===== src/rtl/mips_pkg.sv =====
// Shared constants and encodings for the MIPS-style pipeline.
// Used by id_ex_stage and hazard_fwd_unit.
package mips_pkg;

  localparam int MIPS_DATA_W = 32;
  localparam int MIPS_REG_AW = 5;

  typedef enum logic [2:0] {
    ALU_ADD = 3'b000,
    ALU_SUB = 3'b001,
    ALU_AND = 3'b010,
    ALU_OR  = 3'b011,
    ALU_XOR = 3'b100,
    ALU_SLT = 3'b101,
    ALU_SL1 = 3'b110,
    ALU_SR1 = 3'b111
  } alu_op_e;

  typedef enum logic [1:0] {
    FWD_REG = 2'd0,
    FWD_EXM = 2'd1,
    FWD_MWB = 2'd2
  } fwd_sel_e;

endpackage


===== src/rtl/hazard_fwd_unit.sv =====
// Combinational hazard detect and operand forward select.
// Build option: ID_EX_FWD_EN enables forwarding.
module hazard_fwd_unit
  import mips_pkg::*;
#(
  parameter int REG_AW = MIPS_REG_AW
) (
  input  logic              i_id_valid,
  input  logic              i_id_uses_rs,
  input  logic              i_id_uses_rt,
  input  logic [REG_AW-1:0] i_id_rs,
  input  logic [REG_AW-1:0] i_id_rt,
  input  logic              i_ex_valid,
  input  logic              i_ex_regwrite,
  input  logic              i_ex_memread,
  input  logic [REG_AW-1:0] i_ex_rd,
  input  logic [REG_AW-1:0] i_ex_rs,
  input  logic [REG_AW-1:0] i_ex_rt,
  input  logic              i_exm_regwrite,
  input  logic [REG_AW-1:0] i_exm_rd,
  input  logic              i_mwb_regwrite,
  input  logic [REG_AW-1:0] i_mwb_rd,
  output logic              o_hazard,
  output fwd_sel_e          o_fwd_a,
  output fwd_sel_e          o_fwd_b
);

  logic w_ex_hit;
  logic w_load_use;

  assign w_ex_hit = (i_ex_rd != '0) &
    ((i_id_uses_rs & (i_id_rs == i_ex_rd)) |
     (i_id_uses_rt & (i_id_rt == i_ex_rd)));

  assign w_load_use = i_id_valid & i_ex_valid &
    i_ex_memread & w_ex_hit;

`ifdef ID_EX_FWD_EN

  logic w_unused;
  assign w_unused = i_ex_regwrite;

  assign o_hazard = w_load_use;

  // EX/MEM beats MEM/WB; r0 never forwards
  always_comb begin
    o_fwd_a = FWD_REG;
    if (i_ex_rs != '0 && i_exm_regwrite &&
        i_exm_rd == i_ex_rs)
      o_fwd_a = FWD_EXM;
    else if (i_ex_rs != '0 && i_mwb_regwrite &&
             i_mwb_rd == i_ex_rs)
      o_fwd_a = FWD_MWB;
  end

  // same selection for the rt operand
  always_comb begin
    o_fwd_b = FWD_REG;
    if (i_ex_rt != '0 && i_exm_regwrite &&
        i_exm_rd == i_ex_rt)
      o_fwd_b = FWD_EXM;
    else if (i_ex_rt != '0 && i_mwb_regwrite &&
             i_mwb_rd == i_ex_rt)
      o_fwd_b = FWD_MWB;
  end

`else

  logic w_exm_hit;
  logic w_unused;

  assign w_unused = ^{i_ex_rs, i_ex_rt,
                      i_mwb_regwrite, i_mwb_rd};

  assign w_exm_hit = (i_exm_rd != '0) &
    ((i_id_uses_rs & (i_id_rs == i_exm_rd)) |
     (i_id_uses_rt & (i_id_rt == i_exm_rd)));

  // without bypass, wait for EX and EX/MEM writers
  assign o_hazard = w_load_use | (i_id_valid &
    ((i_ex_valid & i_ex_regwrite & w_ex_hit) |
     (i_exm_regwrite & w_exm_hit)));

  assign o_fwd_a = FWD_REG;
  assign o_fwd_b = FWD_REG;

`endif

endmodule


===== src/rtl/id_ex_stage.sv =====
// ID/EX pipeline register, operand select, stall counter.
// Build option: ID_EX_FWD_EN enables operand forwarding.
module id_ex_stage
  import mips_pkg::*;
#(
  parameter int DATA_W = MIPS_DATA_W,
  parameter int REG_AW = MIPS_REG_AW
) (
  input  logic              clk,
  input  logic              rst_n,
  input  logic              id_valid,
  input  logic              id_uses_rs,
  input  logic              id_uses_rt,
  input  logic [REG_AW-1:0] id_rs,
  input  logic [REG_AW-1:0] id_rt,
  input  logic [REG_AW-1:0] id_rd,
  input  logic [DATA_W-1:0] id_rs_data,
  input  logic [DATA_W-1:0] id_rt_data,
  input  logic [DATA_W-1:0] id_imm,
  input  logic [2:0]        id_alu_sel,
  input  logic              id_alusrc,
  input  logic              id_regwrite,
  input  logic              id_memread,
  input  logic              id_memwrite,
  input  logic              flush,
  input  logic              exm_regwrite,
  input  logic              mwb_regwrite,
  input  logic [REG_AW-1:0] exm_rd,
  input  logic [REG_AW-1:0] mwb_rd,
  input  logic [DATA_W-1:0] exm_result,
  input  logic [DATA_W-1:0] mwb_result,
  output logic [DATA_W-1:0] ex_data1,
  output logic [DATA_W-1:0] ex_data2,
  output logic [2:0]        ex_sel,
  output logic [DATA_W-1:0] ex_store_data,
  output logic              ex_valid,
  output logic              ex_regwrite,
  output logic              ex_memread,
  output logic              ex_memwrite,
  output logic [REG_AW-1:0] ex_rd,
  output logic              stall_id,
  output logic [31:0]       stall_count
);

  logic              r_valid;
  logic              r_regwrite;
  logic              r_memread;
  logic              r_memwrite;
  logic              r_alusrc;
  logic [2:0]        r_sel;
  logic [REG_AW-1:0] r_rd;
  logic [REG_AW-1:0] r_rs;
  logic [REG_AW-1:0] r_rt;
  logic [DATA_W-1:0] r_rs_data;
  logic [DATA_W-1:0] r_rt_data;
  logic [DATA_W-1:0] r_imm;
  logic [31:0]       r_stall_cnt;

  logic              w_hazard;
  logic              w_load;
  fwd_sel_e          w_fwd_a;
  fwd_sel_e          w_fwd_b;
  logic [DATA_W-1:0] w_opa;
  logic [DATA_W-1:0] w_opb;

  hazard_fwd_unit #(
    .REG_AW (REG_AW)
  ) u_hfu (
    .i_id_valid     (id_valid),
    .i_id_uses_rs   (id_uses_rs),
    .i_id_uses_rt   (id_uses_rt),
    .i_id_rs        (id_rs),
    .i_id_rt        (id_rt),
    .i_ex_valid     (r_valid),
    .i_ex_regwrite  (r_regwrite),
    .i_ex_memread   (r_memread),
    .i_ex_rd        (r_rd),
    .i_ex_rs        (r_rs),
    .i_ex_rt        (r_rt),
    .i_exm_regwrite (exm_regwrite),
    .i_exm_rd       (exm_rd),
    .i_mwb_regwrite (mwb_regwrite),
    .i_mwb_rd       (mwb_rd),
    .o_hazard       (w_hazard),
    .o_fwd_a        (w_fwd_a),
    .o_fwd_b        (w_fwd_b)
  );

  // flush wins over hazard; reset masks any stall
  assign stall_id = rst_n & w_hazard & ~flush;
  assign w_load   = id_valid & ~flush & ~w_hazard;

  // capture ID instruction or insert a bubble
  always_ff @(posedge clk or negedge rst_n) begin
    if (!rst_n) begin
      r_valid    <= 1'b0;
      r_regwrite <= 1'b0;
      r_memread  <= 1'b0;
      r_memwrite <= 1'b0;
      r_alusrc   <= 1'b0;
      r_sel      <= '0;
      r_rd       <= '0;
      r_rs       <= '0;
      r_rt       <= '0;
      r_rs_data  <= '0;
      r_rt_data  <= '0;
      r_imm      <= '0;
    end else if (w_load) begin
      r_valid    <= 1'b1;
      r_regwrite <= id_regwrite;
      r_memread  <= id_memread;
      r_memwrite <= id_memwrite;
      r_alusrc   <= id_alusrc;
      r_sel      <= id_alu_sel;
      r_rd       <= id_rd;
      r_rs       <= id_rs;
      r_rt       <= id_rt;
      r_rs_data  <= id_rs_data;
      r_rt_data  <= id_rt_data;
      r_imm      <= id_imm;
    end else begin
      r_valid    <= 1'b0;
      r_regwrite <= 1'b0;
      r_memread  <= 1'b0;
      r_memwrite <= 1'b0;
      r_alusrc   <= 1'b0;
      r_sel      <= '0;
      r_rd       <= '0;
      r_rs       <= '0;
      r_rt       <= '0;
      r_rs_data  <= '0;
      r_rt_data  <= '0;
      r_imm      <= '0;
    end
  end

  // saturating count of hazard stall cycles
  always_ff @(posedge clk or negedge rst_n) begin
    if (!rst_n)
      r_stall_cnt <= '0;
    else if (stall_id && r_stall_cnt != 32'hFFFF_FFFF)
      r_stall_cnt <= r_stall_cnt + 32'd1;
  end

`ifdef ID_EX_FWD_EN

  // rs operand bypass mux
  always_comb begin
    w_opa = r_rs_data;
    case (w_fwd_a)
      FWD_EXM: w_opa = exm_result;
      FWD_MWB: w_opa = mwb_result;
      default: w_opa = r_rs_data;
    endcase
  end

  // rt operand bypass mux
  always_comb begin
    w_opb = r_rt_data;
    case (w_fwd_b)
      FWD_EXM: w_opb = exm_result;
      FWD_MWB: w_opb = mwb_result;
      default: w_opb = r_rt_data;
    endcase
  end

`else

  logic w_unused;
  assign w_unused = ^{exm_result, mwb_result,
                      w_fwd_a, w_fwd_b};

  assign w_opa = r_rs_data;
  assign w_opb = r_rt_data;

`endif

  assign ex_data1      = w_opa;
  assign ex_data2      = r_alusrc ? r_imm : w_opb;
  assign ex_store_data = w_opb;
  assign ex_sel        = r_sel;
  assign ex_valid      = r_valid;
  assign ex_regwrite   = r_regwrite;
  assign ex_memread    = r_memread;
  assign ex_memwrite   = r_memwrite;
  assign ex_rd         = r_rd;
  assign stall_count   = r_stall_cnt;

endmodule


===== config.mk =====
export PLATFORM = sky130hd
export DESIGN_NAME = id_ex_stage
export DESIGN_NICKNAME = d
export VERILOG_FILES = /design/src/rtl/mips_pkg.sv /design/src/rtl/hazard_fwd_unit.sv /design/src/rtl/id_ex_stage.sv
export SDC_FILE = /design/constraint.sdc
export NUM_CORES = 1
export LEC_CHECK = 0
export BUFFER_PORTS_ARGS = -buffer_cell sky130_fd_sc_hd__buf_2
export CAP_MARGIN = 20
export CORE_AREA = 2 2 131 133
export DETAILED_ROUTE_END_ITERATION = 8
export DIE_AREA = 0 0 133 135
export GPL_TIMING_DRIVEN = 0
export PLACE_DENSITY = 0.77
export SKIP_CTS_REPAIR_TIMING = 1
export SKIP_LAST_GASP = 1
export SLEW_MARGIN = 10
export SYNTH_ARGS = -nofsm -noshare
export SYNTH_HDL_FRONTEND = slang
export SYNTH_HIERARCHICAL = 1
export SYNTH_SLANG_ARGS = --single-unit

===== constraint.sdc =====
create_clock -name clk -period 3.53 [get_ports clk]
set_clock_uncertainty 0.15 [all_clocks]
set_input_delay 0 -clock clk [delete_from_list [all_inputs] [get_ports clk]]
set_output_delay 0 -clock clk [all_outputs]
set_load 0.02 [all_outputs]

# Word-level counts from Yosys, hierarchy flattened
# Cells that the tools add are included.
# totals
reg_bits,141
out_inout_bits,141
elab_cells,54
# classes
addsub,1
eq_ne,5
n_mux,11
bitwise_logic,23
reduce_logical,3
# op_table
cell,count
$mux W32,4
$add A32 B1 Y32 const B,1
$ne A32 B32 Y1 const B,1
$eq A5 B5 Y1,4
$and A1 B1 Y1,17
$reduce_bool A5 Y1,2
$mux W1,5
$mux W5,1
$or A1 B1 Y1,4
$mux W3,1
$not A1 Y1,2
$logic_and A1 B1 Y1,1

# Longest topological paths before layout
# Gate-level depths: netlist of the first run.
# depth
word_depth,11
mapped_depth,10
ltp_nobuf,9

# Hierarchy
# Netlist of the first run, hierarchy kept.
# modules_own_cells
mod,instances,cells_per_inst,area_each_um2,seq_area_each_um2
id_ex_stage,1,439,5856.9,3778.6
hazard_fwd_unit,1,40,311.5,0.0

# Worst setup path before layout of the first run
# No wires, ideal clock.
# synth_timing
path_type,register to register
from,"reg r_rd[4], in the netlist ex_rd[4]"
to,"reg r_stall_cnt[19], in the netlist stall_count[19]"
t_arrival_ns,2.346
t_required_ns,3.249
path_slack_ns,0.903
stages_incl_launch_ff,11
period_less_slack_ns,2.627
path_cell_list,dfrtp_1 xor2_1 nor4_1 a32oi_1 o22ai_1 and3b_1 buf_2 nand4_1 a41oi_2 nand4_1 xnor2_1
# synth_between
elab_chain_len,11
word_cells_on_any_way,15
classes_between,eq/ne (2); bitwise (11); reduce/logical (2)
# synth_rtl
element,line,text
from (decl),id_ex_stage.sv:51,logic [REG_AW-1:0] r_rd;
from (signal assigned),id_ex_stage.sv:115,r_rd <= id_rd;
$eq A5 B5 Y1 (on tied branches),"hazard_fwd_unit.sv:32, hazard_fwd_unit.sv:33",
$and A1 B1 Y1 (on tied branches),"hazard_fwd_unit.sv:32, hazard_fwd_unit.sv:33",
$or A1 B1 Y1,hazard_fwd_unit.sv:32,((i_id_uses_rs & (i_id_rs == i_ex_rd)) |
$and A1 B1 Y1 *,hazard_fwd_unit.sv:31,assign w_ex_hit = (i_ex_rd != '0) &
$and A1 B1 Y1,hazard_fwd_unit.sv:81,((i_ex_valid & i_ex_regwrite & w_ex_hit) |
$or A1 B1 Y1,hazard_fwd_unit.sv:81,
$and A1 B1 Y1,hazard_fwd_unit.sv:80,assign o_hazard = w_load_use | (i_id_valid &
$or A1 B1 Y1 *,hazard_fwd_unit.sv:80,
net w_hazard,id_ex_stage.sv:59,logic w_hazard;
$and A1 B1 Y1 * (2 in a row),id_ex_stage.sv:90,assign stall_id = rst_n & w_hazard & ~flush;
net stall_id,id_ex_stage.sv:41,"output logic stall_id,"
$logic_and A1 B1 Y1 *,id_ex_stage.sv:141,else if (stall_id && r_stall_cnt != 32'hFFFF_FFFF)
to (signal assigned),id_ex_stage.sv:142,r_stall_cnt <= r_stall_cnt + 32'd1;
to (decl),id_ex_stage.sv:57,logic [31:0] r_stall_cnt;
# Mark *: on every way through the listed nets, which the timed path passes. The rest lies on a longest branch.
# A chain may end at the register's enable or synchronous reset.

# Worst setup path after layout of the first run
# layout_timing
from,"reg r_rd[4], in the netlist ex_rd[4]"
to,"reg r_stall_cnt[29], in the netlist stall_count[29]"
# layout_between
elab_chain_len,11
word_cells_on_any_way,15
classes_between,eq/ne (2); bitwise (11); reduce/logical (2)
# layout_rtl
element,line
$eq A5 B5 Y1 (on tied branches),"hazard_fwd_unit.sv:32, hazard_fwd_unit.sv:33"
$and A1 B1 Y1 (on tied branches),"hazard_fwd_unit.sv:32, hazard_fwd_unit.sv:33"
$or A1 B1 Y1,hazard_fwd_unit.sv:32
$and A1 B1 Y1 *,hazard_fwd_unit.sv:31
$and A1 B1 Y1,hazard_fwd_unit.sv:81
$or A1 B1 Y1,hazard_fwd_unit.sv:81
$and A1 B1 Y1,hazard_fwd_unit.sv:80
$or A1 B1 Y1 *,hazard_fwd_unit.sv:80
net w_hazard,id_ex_stage.sv:59
$and A1 B1 Y1 * (2 in a row),id_ex_stage.sv:90
$logic_and A1 B1 Y1 *,id_ex_stage.sv:141
# Marked as above.

==> results of run 1 <==
stage by stage:
step | area (µm²) | TNS [ns]
after floorplan | 5822 | 0
after global placement | 7448 | -13.46
after detailed placement | 7482 | 0
after CTS | 8044 | 0
after global routing | 9205 | 0
final | 9205 | 0
cell type report:
type | count | area, µm² | share of cell area (%)
clock inverter | 13 | 132.6 | 1.441
buffer | 20 | 81.33 | 0.8835
multi-input combinational | 292 | 2208 | 23.99
sequential | 141 | 3528 | 38.33
clock buffer | 18 | 429.2 | 4.662
timing repair buffer | 387 | 2546 | 27.66
inverter | 1 | 3.754 | 0.04078
tap | 220 | 275.3 | 2.990
worst max-delay path by stage:
stage | end | from | depth (start not counted)
4_1_cts | stall_count[29] | ex_rd[4] | 10
3_5_place_dp | stall_count[29] | ex_rd[4] | 10
6_report | stall_count[29] | ex_rd[4] | 10
5_1_grt | stall_count[19] | ex_rd[4] | 10
2_1_floorplan | stall_count[19] | ex_rd[4] | 10
3_3_place_gp | stall_count[29] | rst_n | 7
state kept, by name, summed over array words and instances, names as in the netlist:
signal and cells:
r_imm 32, ex_regwrite 1, ex_sel 3, ex_memread 1
r_alusrc 1, ex_data1 32, stall_count 32, ex_rd 5
ex_memwrite 1, ex_valid 1, ex_store_data 32
layer usage:
metal  track usage (%)  vias to the layer above
li1                  -                     2351
met1             20.32                     2505
met2             32.50                      198
met3             6.607                       42
met4             6.332                        0
met5                 0                        -
report_power, final:
part	switching, mW	internal (mW)
clock	0.737	0.983
combinational	0.233	0.232
sequential	0.0268	1.67
total	0.996	2.88
==> flow_metrics.tcl, run 1 <==
set metrics [dict create \
    path_max_fanout 10 \
    ant_nets 0 \
    synth_area_mm2 0.005822 \
    grt_pass1_wl_um 25070 \
    final_core_util_pct 56.10 \
    outcome "finished clean" \
    fin_crit_sh_pct 84.08 \
    max_slew_margin_pct 48.76 \
    crit_slowest_cell "dfrtp_1" \
    slew_violations 0 \
    vias 5096 \
    maxCapViolations 0 \
    reg2reg_from "ex_rd[4]" \
    worstPathRequired_ns 3.67 \
    coreArea_mm2 0.01641 \
    grt_pass1_vias 4710 \
    slowest_delay_ns 0.45 \
    wl_um 18710 \
    layout.nets 1061 \
    final_common_cell "buf_2" \
    power_leakage_nw 4.830 \
    wl_met3_um 1250 \
    synth_nets 655 \
    cts_sinks 141 \
    stdcell_count 1092 \
    tritoncts "done" \
    overflow 0 \
    whs_ns 0.01603 \
    place_ws_ns 0.5934 \
    antenna_cells 0 \
    peakVddDrop_uv 305.3 \
    worstPathCellList "xor2_1 > nor4_1 > a32oi_1 > o22ai_1 > and3b_1 > buf_2 > nand4_1 > a41oi_2 > nand3_1 > xnor2_1" \
    hpwl_um 12120 \
    timing.critical_path.buf_inv 1 \
    root_buffer "clkbuf_16" \
    antenna_found_initial 0 \
    rsz0062_at_grt "false" \
    drtIter0Drc 200 \
    mostFrequentLayoutCells "271 x buf_2, 141 x dfrtp_1, 116 x dlygate4sd3_1, 114 x and2_1" \
    fmax_ghz 0.3369 \
    h-tree-depth 4 \
    clk_path_buf_depth 2 \
    die-area_mm2 0.01796 \
    die_height_um 135 \
    highest_layer "met4" \
    gp_congestion 0.8405 \
    cp-end-kind "register" \
    syn_to_final_growth_pct 58.11 \
    wl_met2_um 9892 \
    fp.dieW_um 133 \
    crit_type "register to register" \
    ff2ff_setup_slack_ns 0.56 \
    cellPowerDensity_mw_per_mm2 421.3 \
    setup_violations 0 \
    port_buffers 270 \
    rows 47 \
    met1_length_um 7083 \
    post-route-min-period_ns 2.968 \
    grtUsageTotal_pct 18.29 \
    detail_route.wl_per_cell_um 17.13 \
    clock_latency_ns 0.41 \
    hp-class "input port to async pin" \
    grt_max_degree 74 \
    dp.cells 945 \
    fin_ws_ns 0.5620 \
    initial_core_util_pct 35.48 \
    viasPerCell 4.667 \
    syn_area_per_cell_um2 12.82 \
    drc_errors 0 \
    r2r_cells 10 \
    cts_made_buffers 17 \
    path_clk_slew_ns 0.06 \
    synthCells 454 \
    first_pass_iters 4 \
    yosysWarnings 6 \
    pin_count 341 \
    crit_family "simple AND/OR/NAND/NOR gates" \
    drive_gt1_share_pct 40.25 \
    nFillCells 1330 \
    start_kind "register" \
    arrival_ns 3.11 \
    worstMarginPinSlew_ns 0.7685 \
    hold_viol 0 \
    r2r-end "stall_count[29]" \
    totalPowerFinal_mw 3.878 \
]
(Power assumes the default switching activity.)
==> run 2, diff against run 1 <==
==> constraint.sdc (replaced) <==
create_clock -name clk -period 3 [get_ports clk]
set_clock_uncertainty 0.15 [all_clocks]
set_input_delay 0 -clock clk [delete_from_list [all_inputs] [get_ports clk]]
set_output_delay 0 -clock clk [all_outputs]
set_load 0.02 [all_outputs]
==> run 2 against run 1 <==
Compared with the run above:
- sequential share of layout area down 0.16 points
- combinational power up 18%
- worst hold slack worse by 0.0063 ns
- total power up 18%
- sequential power up 18%
- die area unchanged
- count of clock-buffer cells in the layout unchanged
- utilization up 0.27 points
- critical path depth unchanged
- via count up 0.96%
- first-iteration DRC count up 19%
- routed wire length up 1.0%
- largest power group unchanged
- highest routed layer unchanged
==> flow_metrics.tcl, run 2 (same netlist as run 1, synthesis figures left out) <==
set metrics [dict create \
    crit_top_cell "nand4_1" \
    path_clk_slew_ns 0.06 \
    ff2ff_setup_slack_ns 0.14 \
    gp_congestion 0.8405 \
    grt_max_degree 74 \
    worstMarginPinSlew_ns 0.7475 \
    h-tree-depth 4 \
    p_int_mw 3.393 \
    coreArea_mm2 0.01641 \
    mostFrequentLayoutCells "270 x buf_2, 139 x dfrtp_1, 116 x dlygate4sd3_1, 114 x and2_1" \
    timing.critical_path.buf_inv 1 \
    cts_made_buffers 17 \
    outcome "finished clean" \
    wl_um 18900 \
    drc_errors 0 \
    port_buffers 270 \
    crit_type "register to register" \
    setup_violations 0 \
    layout.nets 1064 \
    tritoncts "done" \
    crit_slowest_cell "dfrtp_2" \
    peakVddDrop_uv 359.3 \
    slowest_delay_ns 0.44 \
    ant_nets 0 \
    die-area_mm2 0.01796 \
    worstPathRequired_ns 3.14 \
    overflow 0 \
    vias 5145 \
    drive_gt1_share_pct 40.91 \
    slew_violations 0 \
    multi_input_area_mm2 0.002221 \
    drtIter0Drc 237 \
    power_leakage_nw 4.847 \
    clock_latency_ns 0.41 \
    cts_sinks 141 \
    grtUsageTotal_pct 18.29 \
    initial_core_util_pct 35.48 \
    hold_viol 0 \
    fmax_ghz 0.3495 \
    place_area_mm2 0.007482 \
    hpwl_um 12120 \
    pin_count 341 \
    fp.dieW_um 133 \
    first_pass_iters 4 \
    grt_pass1_vias 4710 \
    path_max_fanout 4 \
    cp-end-kind "register" \
    clk_path_buf_depth 2 \
    worstPathCellList "xor2_1 > nor4_1 > a32oi_1 > o22ai_1 > and3b_2 > buf_6 > nand4_1 > a211oi_2 > nand4_1 > xnor2_1" \
    cellPowerDensity_mw_per_mm2 494.2 \
    seqPwrFrac_pct 43.6 \
    root_buffer "clkbuf_16" \
    post-route-min-period_ns 2.861 \
    power.share.combinational_pct 12.0 \
    final_common_cell "buf_2" \
    switching_share_pct 25.78 \
    hp-class "input port to async pin" \
    antenna_cells 0 \
    grt_pass1_wl_um 25070 \
    fin_crit_sh_pct 95.38 \
    max_slew_margin_pct 50.16 \
    maxCapViolations 0 \
    viasPerCell 4.699 \
    start_kind "register" \
    regArea_mm2 0.003531 \
    antenna_found_initial 0 \
    fin_area_mm2 0.009250 \
    syn_to_final_growth_pct 58.89 \
    whs_ns 0.009746 \
    power_frac_clock_pct 44.4 \
    switchingPower_mw 1.179 \
    crit_family "simple AND/OR/NAND/NOR gates" \
    detail_route.wl_per_cell_um 17.26 \
    arrival_ns 3.00 \
    die_height_um 135 \
    rows 47 \
    nFillCells 1319 \
]
-- run 2: stage by stage --
stage / setup TNS [ns] / cells / util (%) / power (mW) / setup slack [ns]
after global routing: -0.1387 / 1095 / 56.38 / 4.749 / -0.03793
final: 0 / 1095 / 56.38 / 4.571 / 0.1385
after detailed placement: 0 / 945 / 45.60 / 2.444 / 0.06336
after floorplan: 0 / 454 / - / 2.211 / 0.3732
after global placement: -60.75 / 944 / 45.40 / 2.431 / -1.272
after CTS: 0 / 976 / 49.03 / 4.479 / 0.05451
-- run 2: worst register-to-register path, cell delays in order, from the launching register on --
cell      delay [ns]
dfrtp_2         0.44
xor2_1          0.17
nor4_1          0.31
a32oi_1         0.16
o22ai_1         0.23
and3b_2         0.27
buf_6           0.11
nand4_1         0.20
a211oi_2        0.39
nand4_1         0.15
xnor2_1         0.15
-- run 2: worst paths after layout --
kind	start	to	depth (start not counted)
setup reg to reg	ex_rd[0]	stall_count[23]	10
setup / recovery	ex_rd[0]	stall_count[23]	10
max in group asynchronous	rst_n	ex_store_data[30]	3
min in group clk	flush	ex_valid	4
hold reg to reg	stall_count[11]	stall_count[11]	1
hold / removal	rst_n	stall_count[16]	2
-- run 2: cell type report --
| cell class | instances | area share [%] |
|---|---|---|
| multi-input combinational | 292 | 24.01 |
| clock inverter | 13 | 1.434 |
| timing repair buffer | 390 | 27.77 |
| sequential | 141 | 38.17 |
| clock buffer | 18 | 4.640 |
| buffer | 20 | 0.9604 |
| tap | 220 | 2.976 |
| inverter | 1 | 0.04058 |
-- run 2: power by group through the flow --
stage                     combinational (mW)  sequential [mW]  clock (mW)
final                                  0.549             1.99        2.03
after global routing                   0.592             2.00        2.16
after CTS                              0.422             1.99        2.07
after detailed placement               0.420             2.02           0
after global placement                 0.408             2.02           0
after floorplan                        0.137             2.07           0
-- run 2: layer usage --
layer / GRT usage (%) / wire, µm
met2: 32.50 / 10020
met5: 0 / 0
met3: 6.607 / 1217
met1: 20.32 / 7163
met4: 6.332 / 496
